==> config.mk <==
export PLATFORM = sky130hd
export DESIGN_NAME = uart_mem_loader_flat
export DESIGN_NICKNAME = d
export VERILOG_FILES = /design/src/rtl/uart_mem_loader_if.sv /design/src/rtl/uart_mem_loader.sv /design/src/flat_wrapper.sv
export SDC_FILE = /design/constraint.sdc
export NUM_CORES = 1
export LEC_CHECK = 0
export CAP_MARGIN = 20
export CORE_UTILIZATION = 55
export DETAILED_ROUTE_END_ITERATION = 8
export DONT_BUFFER_PORTS = 1
export GPL_TIMING_DRIVEN = 0
export PLACE_DENSITY_LB_ADDON = 0.3
export SKIP_LAST_GASP = 1
export SYNTH_ARGS = -nofsm -noshare
export SYNTH_HDL_FRONTEND = slang
export SYNTH_SLANG_ARGS = --single-unit
==> constraint.sdc <==
create_clock -name clk -period 3.5 [get_ports clk]
set_input_delay 0 -clock clk [delete_from_list [all_inputs] [get_ports clk]]
set_output_delay 0 -clock clk [all_outputs]
set_load 0.02 [all_outputs]
==> src/rtl/uart_mem_loader_if.sv <==
`default_nettype none
// ============================================================================
// Module   : uart_mem_loader_if
// Purpose  : Byte-stream handshake plus RAM slave-port bundle for the
//            uart_mem_loader. The master modport is the loader's view; the
//            slave modport is the stream source / RAM side.
// Revision : 1.0 - initial release
// ============================================================================
interface uart_mem_loader_if #(
    parameter int ADDR_W = 10
);
    logic [7:0]        in_data;
    logic              in_valid;
    logic              in_ready;
    logic [ADDR_W-1:0] mem_address;
    logic [3:0]        mem_byteenable;
    logic              mem_chipselect;
    logic              mem_write;
    logic [31:0]       mem_writedata;
    logic              mem_clken;

    modport master (
        input  in_data, in_valid,
        output in_ready,
        output mem_address, mem_byteenable, mem_chipselect,
        output mem_write, mem_writedata, mem_clken
    );

    modport slave (
        output in_data, in_valid,
        input  in_ready,
        input  mem_address, mem_byteenable, mem_chipselect,
        input  mem_write, mem_writedata, mem_clken
    );
endinterface
`default_nettype wire

==> src/rtl/uart_mem_loader.sv <==
`default_nettype none
// ============================================================================
// Module   : uart_mem_loader
// Purpose  : Packs an incoming byte stream little-endian into 32-bit words and
//            writes them into a single-port RAM. Keeps a 16-bit byte checksum
//            and a sticky flag for loads that run past the top of the RAM.
// Revision : 1.0 - initial release
// ============================================================================
module uart_mem_loader #(
    parameter int ADDR_W = 10,
    parameter int CNT_W  = 12
) (
    input  logic              clk,
    input  logic              reset,
    input  logic              start,
    input  logic [ADDR_W-1:0] base_addr,
    input  logic [CNT_W-1:0]  byte_count,
    uart_mem_loader_if.master bus,
    output logic              busy,
    output logic              done,
    output logic              wrap_err,
    output logic [15:0]       checksum
);

    typedef enum logic [1:0] {
        S_IDLE    = 2'd0,
        S_COLLECT = 2'd1,
        S_WRITE   = 2'd2,
        S_DONE    = 2'd3
    } state_t;

    state_t            r_state;
    state_t            w_next;
    logic [ADDR_W-1:0] r_addr;
    logic [CNT_W-1:0]  r_remaining;
    logic [1:0]        r_lane;
    logic [3:0]        r_be;
    logic [31:0]       r_word;
    logic [15:0]       r_checksum;
    logic              r_wrap;

    logic              w_in_ready;
    logic              w_write;
    logic              w_accept;
    logic              w_last_byte;
    logic [31:0]       w_lane_mask;

    assign w_accept    = w_in_ready & bus.in_valid;
    assign w_last_byte = (r_lane == 2'd3) || (r_remaining == CNT_W'(1));

    // State register; reset aborts any load in flight
    always_ff @(posedge clk or posedge reset) begin
        if (reset) begin
            r_state <= S_IDLE;
        end else begin
            r_state <= w_next;
        end
    end

    // Next-state and per-state strobes
    always_comb begin
        w_next     = r_state;
        w_in_ready = 1'b0;
        w_write    = 1'b0;
        case (r_state)
            S_IDLE: begin
                if (start) begin
                    w_next = (byte_count != '0) ? S_COLLECT : S_DONE;
                end
            end
            S_COLLECT: begin
                w_in_ready = 1'b1;
                if (bus.in_valid && w_last_byte) begin
                    w_next = S_WRITE;
                end
            end
            S_WRITE: begin
                w_write = 1'b1;
                w_next  = (r_remaining != '0) ? S_COLLECT : S_DONE;
            end
            S_DONE: begin
                w_next = S_IDLE;
            end
            default: begin
                w_next = S_IDLE;
            end
        endcase
    end

    // Datapath: address, byte counter, lane packing, checksum, wrap flag
    always_ff @(posedge clk or posedge reset) begin
        if (reset) begin
            r_addr      <= '0;
            r_remaining <= '0;
            r_lane      <= 2'd0;
            r_be        <= 4'd0;
            r_word      <= 32'd0;
            r_checksum  <= 16'd0;
            r_wrap      <= 1'b0;
        end else begin
            case (r_state)
                S_IDLE: begin
                    if (start) begin
                        r_addr      <= base_addr;
                        r_remaining <= byte_count;
                        r_checksum  <= 16'd0;
                        r_wrap      <= 1'b0;
                        r_lane      <= 2'd0;
                        r_be        <= 4'd0;
                    end
                end
                S_COLLECT: begin
                    if (w_accept) begin
                        r_word[{r_lane, 3'b000} +: 8] <= bus.in_data;
                        r_be[r_lane]                  <= 1'b1;
                        r_checksum  <= r_checksum + 16'(bus.in_data);
                        r_remaining <= r_remaining - CNT_W'(1);
                        r_lane      <= r_lane + 2'd1;
                    end
                end
                S_WRITE: begin
                    r_addr <= r_addr + ADDR_W'(1);
                    // Crossing the top only counts if more bytes still follow
                    if ((&r_addr) && (r_remaining != '0)) begin
                        r_wrap <= 1'b1;
                    end
                    r_lane <= 2'd0;
                    r_be   <= 4'd0;
                end
                default: begin
                end
            endcase
        end
    end

    // Stale bytes from an earlier word may sit in unused lanes; force them to 0
    assign w_lane_mask = {{8{r_be[3]}}, {8{r_be[2]}}, {8{r_be[1]}}, {8{r_be[0]}}};

    assign bus.in_ready       = w_in_ready;
    assign bus.mem_address    = r_addr;
    assign bus.mem_chipselect = w_write;
    assign bus.mem_write      = w_write;
    assign bus.mem_byteenable = w_write ? r_be : 4'd0;
    assign bus.mem_writedata  = w_write ? (r_word & w_lane_mask) : 32'd0;
    assign bus.mem_clken      = 1'b1;

    assign busy     = (r_state != S_IDLE);
    assign done     = (r_state == S_DONE);
    assign wrap_err = r_wrap;
    assign checksum = r_checksum;

endmodule
`default_nettype wire

==> src/flat_wrapper.sv <==
// flat-port wrapper written by rule: the top's interface ports become plain ports
module uart_mem_loader_flat 
#(
    parameter int ADDR_W = 10,
    parameter int CNT_W  = 12
)
  (clk, reset, start, base_addr, byte_count, busy, done, wrap_err, checksum, bus_in_data, bus_in_valid, bus_in_ready, bus_mem_address, bus_mem_byteenable, bus_mem_chipselect, bus_mem_write, bus_mem_writedata, bus_mem_clken);
  uart_mem_loader_if #(.ADDR_W(ADDR_W)) bus_i ();
  input  logic clk;
  input  logic reset;
  input  logic start;
  input  logic [ADDR_W-1:0] base_addr;
  input  logic [CNT_W-1:0] byte_count;
  output logic busy;
  output logic done;
  output logic wrap_err;
  output logic [15:0] checksum;
  input wire logic [$bits(bus_i.in_data)-1:0] bus_in_data;
  input wire logic [$bits(bus_i.in_valid)-1:0] bus_in_valid;
  output wire logic [$bits(bus_i.in_ready)-1:0] bus_in_ready;
  output wire logic [$bits(bus_i.mem_address)-1:0] bus_mem_address;
  output wire logic [$bits(bus_i.mem_byteenable)-1:0] bus_mem_byteenable;
  output wire logic [$bits(bus_i.mem_chipselect)-1:0] bus_mem_chipselect;
  output wire logic [$bits(bus_i.mem_write)-1:0] bus_mem_write;
  output wire logic [$bits(bus_i.mem_writedata)-1:0] bus_mem_writedata;
  output wire logic [$bits(bus_i.mem_clken)-1:0] bus_mem_clken;
  assign bus_i.in_data = bus_in_data;
  assign bus_i.in_valid = bus_in_valid;
  assign bus_in_ready = bus_i.in_ready;
  assign bus_mem_address = bus_i.mem_address;
  assign bus_mem_byteenable = bus_i.mem_byteenable;
  assign bus_mem_chipselect = bus_i.mem_chipselect;
  assign bus_mem_write = bus_i.mem_write;
  assign bus_mem_writedata = bus_i.mem_writedata;
  assign bus_mem_clken = bus_i.mem_clken;
  uart_mem_loader #(.ADDR_W(ADDR_W), .CNT_W(CNT_W)) u_core (.clk(clk), .reset(reset), .start(start), .base_addr(base_addr), .byte_count(byte_count), .bus(bus_i), .busy(busy), .done(done), .wrap_err(wrap_err), .checksum(checksum));
endmodule
==> results of run 1 <==
## state kept, by name, summed over array words and instances (netlist names)
name                    count
u_core.r_be                 4
u_core.r_remaining         12
u_core.checksum            16
u_core.r_lane               2
u_core.r_word              32
u_core.wrap_err             1
u_core.bus.mem_address     10
u_core.r_state              2
## cell usage in the layout, fill, tap and decap left out, types with 2 or more instances in the layout
cell type and n:
dlygate4sd3_1 32, clkbuf_1 15, a211o_1 2, or4_1 2
a22oi_1 4, nand4_1 3, buf_4 2, a311oi_1 2
ha_1 20, clkbuf_8 11, nor4_1 6, o311ai_0 3
a21o_1 4, a221o_1 4, nand3_1 7, nand2_1 103
dfrtp_1 79, or3_1 7, xor2_1 5, and4_1 3
o22a_1 2, inv_1 10, and2_1 6, a211oi_1 2
o21ai_0 61, a31oi_1 4, nor2_1 23, nor3_1 8
nor3b_1 6, nand2b_1 5, o31ai_1 3, a32o_1 2
a21oi_1 24, buf_2 5, and3_1 39, o211ai_1 9
## kinds of logic after synthesis
group / count (synthesis) / share of synthesized area
multiplexers: 1 / 0.00229
adder cells (fa/ha/maj): 21 / 0.0619
flip-flops: 79 / 0.453
AO/OA/AOI/OAI: 133 / 0.187
XOR/XNOR: 6 / 0.0120
other: 1 / 0.000859
AND/OR/NAND/NOR: 223 / 0.249
buffers and inverters: 34 / 0.0341
## power breakdown
group | internal, W | leakage [nW] | switching [W]
registers | 0.00127 | 1.03 | 0.000517
logic | 0.000592 | 1.17 | 0.000982
clock network | 0.000364 | 0.0985 | 0.000327
## final timing paths
kind / start / cells past startpoint / slack [ns] / endpoint
worst max-delay path: u_core.checksum[3]$_DFFE_PP0P_ / 6 / 1.04 / u_core.checksum[15]$_DFFE_PP0P_
worst min-delay path: reset / 2 / 0.02 / u_core.bus.mem_address[1]$_DFFE_PP0P_
worst max register to register: u_core.checksum[3]$_DFFE_PP0P_ / 6 / 1.04 / u_core.checksum[15]$_DFFE_PP0P_
worst min register to register: u_core.r_word[28]$_DFFE_PP0P_ / 2 / 0.48 / u_core.r_word[28]$_DFFE_PP0P_
max in group asynchronous: reset / 3 / 2.92 / u_core.checksum[8]$_DFFE_PP0P_
min in group clk: bus_in_data[1] / 3 / 0.02 / u_core.checksum[1]$_DFFE_PP0P_
## critical path: stages (launching register included)
cell,delay (ns)
dfrtp_1,0.49
ha_1,0.41
o211ai_1,0.13
o21ai_0,0.46
a31oi_1,0.23
or4_1,0.50
a21oi_1,0.16
## cell type report
class                   count  area [µm²]
plain buffers              22         104
clock buffers              12         155
clock inverters             3        42.5
fillers                   625        2650
inverters                  12        47.5
multi-input cells         385        2240
flip-flops and latches     79        1980
well taps                 102         128
repair buffers             33         348
## cells in the mapped netlist, types with 2 or more instances
cell,instances,area [µm²]
and2_1,6,37.5
a211oi_1,2,15.0
ha_1,20,250
nor3_1,8,40.0
nor4_1,6,37.5
a21o_1,4,30.0
a21oi_1,24,120
a311oi_1,2,17.5
or3_1,7,43.8
a211o_1,2,17.5
nor2_1,23,86.3
buf_4,2,15.0
nand3_1,7,35.0
and3_1,39,244
a32o_1,2,20.0
nand4_1,3,18.8
a31oi_1,4,25.0
or4_1,2,15.0
buf_2,5,25.0
inv_1,11,41.3
o21ai_0,61,305
o31ai_1,3,22.5
a22oi_1,4,30.0
xor2_1,5,43.8
o211ai_1,9,67.6
dfrtp_1,79,1980
nand2_1,103,387
clkbuf_1,14,52.6
nor3b_1,6,45.0
o22a_1,2,17.5
o311ai_0,3,26.3
a221o_1,4,40.0
and4_1,3,26.3
nand2b_1,5,31.3
## layer usage
metal,share of wire,vias up,wire (µm),track usage
met3,0.073,34,843,0.0704
met4,0.027,0,308,0.126
li1,-,1870,-,-
met1,0.43,1871,4980,0.382
met2,0.47,190,5450,0.446
met5,0,-,0,0
## stage by stage
step	instance area (µm²)	hold slack (ns)	instances	power, W	utilization
2_1_floorplan	4370	0.125	498	0.00287	-
3_3_place_gp	4490	0.127	600	0.00321	0.585
3_5_place_dp	4520	-0.226	601	0.00331	0.589
4_1_cts	5040	0.00515	648	0.00403	0.656
5_1_grt	5040	0.0154	648	0.00437	0.656
6_report	5040	0.0164	648	0.00406	0.656
## repair_timing
item | CTS | global route
hold buffers | 32 | 0
resized for setup | 0 | 0
hold endpoints to repair | 136 | 0
==> run_results.csv, run 1 <==
group,metric,value,unit
outcome,outcome,"complete, no violations",
yosys,synthArstFlopShare,1.00,
critical_path,startpoint_type,"register",
grt,grt_overflow_total,0,
yosys,synth_area,4370,µm²
power,power.density,804,nW/µm²
yosys,ys_ff_latch,79,
cts,clock_latency,0.35,ns
yosys,ys_warn_count,0,
sta,maxSlewHeadroom,0.366,
floorplan,die-area,8300,µm²
grt,antenna_found_initial,0,
floorplan,ios,103,
grt,grt_max_degree,73,
cts,cts_buffers,9,
grt,grt_use_total,0.287,
critical_path,arrival,2.73,ns
floorplan,fp.dieW,91.1,µm
placed_design,gp_congestion,0.919,
cts,htreeDepth,3,
yosys,synth-main-ff-cell,"dfrtp_1",
placed_design,place_ws,1.06,ns
drt,wl_per_cell,17.9,µm
yosys,syn_inst,498,
floorplan,die_y,91.1,µm
cts,clkSinkCount,79,
sta,fin_skew,0.0130,ns
sta,final-hold-violation-count,0,
drt,viasPerCell,6.12,
cells_and_area,antenna_cells,0,
grt,grt_pass1_vias,3713,
critical_path,critPathKind,"register to register",
critical_path,end_kind,"register",
drt,drc,0,
cts,clockBufferDepth,2,
power,peakVddDrop,0.495,mV
grt,grt_pass1_wl,18600,µm
run,max_cap_violations,0,
drt,first_pass_iters,5,
drt,ant_nets,0,
cells_and_area,layout-drive-gt1-share,0.0531,
yosys,ys_seq_area_frac,0.453,
placed_design,hpwl,7960,µm
sta,timing.setup.tns,0,ns
sta,post-route-min-period,2.46,ns
floorplan,coreArea,7690,µm²
critical_path,crit_required,3.77,ns
yosys,synth_edf_count,0,
yosys,syn_nets,553,
cells_and_area,area_delta_synth_final,15.5,%
sta,setup_ws,1.04,ns
placed_design,portBuffers,0,
cts,cts.root.buffer_cell,"clkbuf_8",
drt,num_vias,3965,
sta,tightest_slew,0.949,ns
min_path,min_path_type,"input port to asynchronous set/reset pin",
sta,drv_slew,0,
drt,wl,11600,µm
sta,timing.final.crit_share,0.704,
power,leakage,2.30,nW
floorplan,rows,32,
sta,fmax,406,MHz
cts,post_cts_buffers,0,
sta,grt_setup_unrepaired,"false",
drt,drtIter0Drc,277,
critical_path,critical_path.max_fanout,4,
cells_and_area,fin_nets,597,
sta,finalSetupViolCount,0,
yosys,yosysUniqueCellTypes,52,
floorplan,initial_core_util,0.568,
cts,cts_tree,"built",
cts,clkTransAtPathRegs,0.08,ns
yosys,postSynthAreaPerCell,8.77,µm²
(Power assumes the default switching activity.)
==> run 2: changes to the inputs <==
Clock period 3.5 ns to 2.4 ns, I/O delays scaled along.
==> run_results.csv, run 2 (synthesis results as in run 1) <==
group,metric,value,unit
cells_and_area,fin_nets,597,
cts,cts.root.buffer_cell,"clkbuf_8",
sta,post-route-min-period,2.28,ns
grt,grt_pass1_wl,18600,µm
critical_path,crit_required,2.65,ns
floorplan,coreArea,7690,µm²
sta,hold_ws,0.0178,ns
cts,cts_buffers,9,
critical_path,startpoint_type,"register",
floorplan,die_y,91.1,µm
critical_path,reg2reg_from,"u_core.checksum[0]$_DFFE_PP0P_",
floorplan,rows,32,
floorplan,initial_core_util,0.568,
critical_path,reg2reg_to,"u_core.checksum[10]$_DFFE_PP0P_",
min_path,min_path_type,"input port to asynchronous set/reset pin",
sta,fin_skew,0.0134,ns
floorplan,fp.dieW,91.1,µm
outcome,outcome,"complete, no violations",
placed_design,hpwl,7960,µm
drt,ant_nets,0,
sta,timing.final.crit_share,0.949,
floorplan,ios,103,
cells_and_area,num-fill-cells,628,
drt,num_vias,3965,
cts,clock_latency,0.35,ns
run,max_cap_violations,0,
power,leakage,2.30,nW
cts,post_cts_buffers,0,
critical_path,critPathKind,"register to register",
sta,grt_setup_unrepaired,"true",
power,peakVddDrop,0.722,mV
cells_and_area,layout-drive-gt1-share,0.0623,
drt,wl,11600,µm
placed_design,gp_congestion,0.919,
drt,wl_per_cell,17.9,µm
critical_path,critical_path.max_fanout,7,
grt,grt_overflow_total,0,
cells_and_area,antenna_cells,0,
cells_and_area,layout_common_cells,"nand2_1 (103), dfrtp_1 (78), o21ai_0 (60)",
grt,grt_pass1_vias,3713,
sta,finalSetupViolCount,0,
cells_and_area,largest_reg_flops,32,
critical_path,r2r_slack,0.12,ns
cts,clockBufferDepth,2,
grt,antenna_found_initial,0,
floorplan,die-area,8300,µm²
drt,drc,0,
drt,viasPerCell,6.12,
grt,grt_use_total,0.287,
sta,fmax,439,MHz
drt,drtIter0Drc,321,
cts,clkTransAtPathRegs,0.08,ns
cts,clkSinkCount,79,
sta,tightest_slew,0.889,ns
sta,maxSlewHeadroom,0.406,
power,power.density,1170,nW/µm²
cells_and_area,layout_commonest_cell,"nand2_1",
sta,final-hold-violation-count,0,
sta,drv_slew,0,
critical_path,end_kind,"register",
cts,cts_tree,"built",
cells_and_area,area_delta_synth_final,15.8,%
sta,timing.setup.tns,0,ns
critical_path,arrival,2.53,ns
critical_path,r2r_cells,8,
cells_and_area,largest_register,"u_core.r_word",
drt,first_pass_iters,5,
placed_design,portBuffers,0,
grt,grt_max_degree,73,
cts,htreeDepth,3,
-- run 2: worst max-delay path: stages, from the launching register on --
cell,delay (ns)
dfrtp_2,0.45
ha_1,0.22
inv_1,0.06
fa_1,0.37
nand2b_1,0.21
a21oi_2,0.19
o21ai_2,0.14
or3_1,0.37
a21oi_1,0.16
-- run 2: final cells by class --
class,instances,area [µm²],area share
clock inverter,3,42.5,0.00841
buffer,22,105,0.0208
tap,102,128,0.0252
inverter,12,47.5,0.00940
multi-input combinational,385,2250,0.446
sequential,79,1980,0.391
timing repair buffer,33,348,0.0688
clock buffer,12,155,0.0307
-- run 2: how the worst max path moves through the flow --
stage                                      endpoint  cells after the start                            from
global route           u_core.r_word[7]$_DFFE_PP0P_                      5    u_core.r_lane[0]$_DFFE_PP0P_
detailed placement  u_core.checksum[15]$_DFFE_PP0P_                      6  u_core.checksum[3]$_DFFE_PP0P_
global placement     u_core.checksum[7]$_DFFE_PP0P_                      1                           reset
CTS                 u_core.checksum[10]$_DFFE_PP0P_                      8  u_core.checksum[0]$_DFFE_PP0P_
floorplan           u_core.checksum[10]$_DFFE_PP0P_                      8  u_core.checksum[0]$_DFFE_PP0P_
finish              u_core.checksum[10]$_DFFE_PP0P_                      8  u_core.checksum[0]$_DFFE_PP0P_
-- run 2: power breakdown --
part,switching (W),internal (W)
Clock,0.000474,0.000531
Sequential,0.000754,0.00186
Combinational,0.00145,0.000872
-- run 2: per-stage QoR --
step	utilization	setup WS, ns	total power (W)	cell area (µm²)	instances
floorplan	-	0.286	0.00419	4370	498
global placement	0.585	-0.408	0.00468	4490	600
detailed placement	0.589	-0.0412	0.00482	4520	601
CTS	0.656	0.0666	0.00589	5040	648
global route	0.658	-0.0600	0.00639	5060	648
finish	0.658	0.122	0.00594	5060	648
-- run 2: metal layers --
layer | wire [µm] | share of wire | vias to the layer above | track usage
met5 | 0 | 0 | - | 0
met4 | 378 | 0.033 | 0 | 0.126
met3 | 912 | 0.079 | 46 | 0.0704
met2 | 5400 | 0.47 | 201 | 0.446
met1 | 4920 | 0.42 | 1848 | 0.382
li1 | - | - | 1870 | -
-- run 2: repair_timing --
item	4_1_cts	5_1_grt
endpoints found under the setup margin	3	22
gates resized for setup	2	5
endpoints found under the hold margin	136	0
hold buffers	32	0
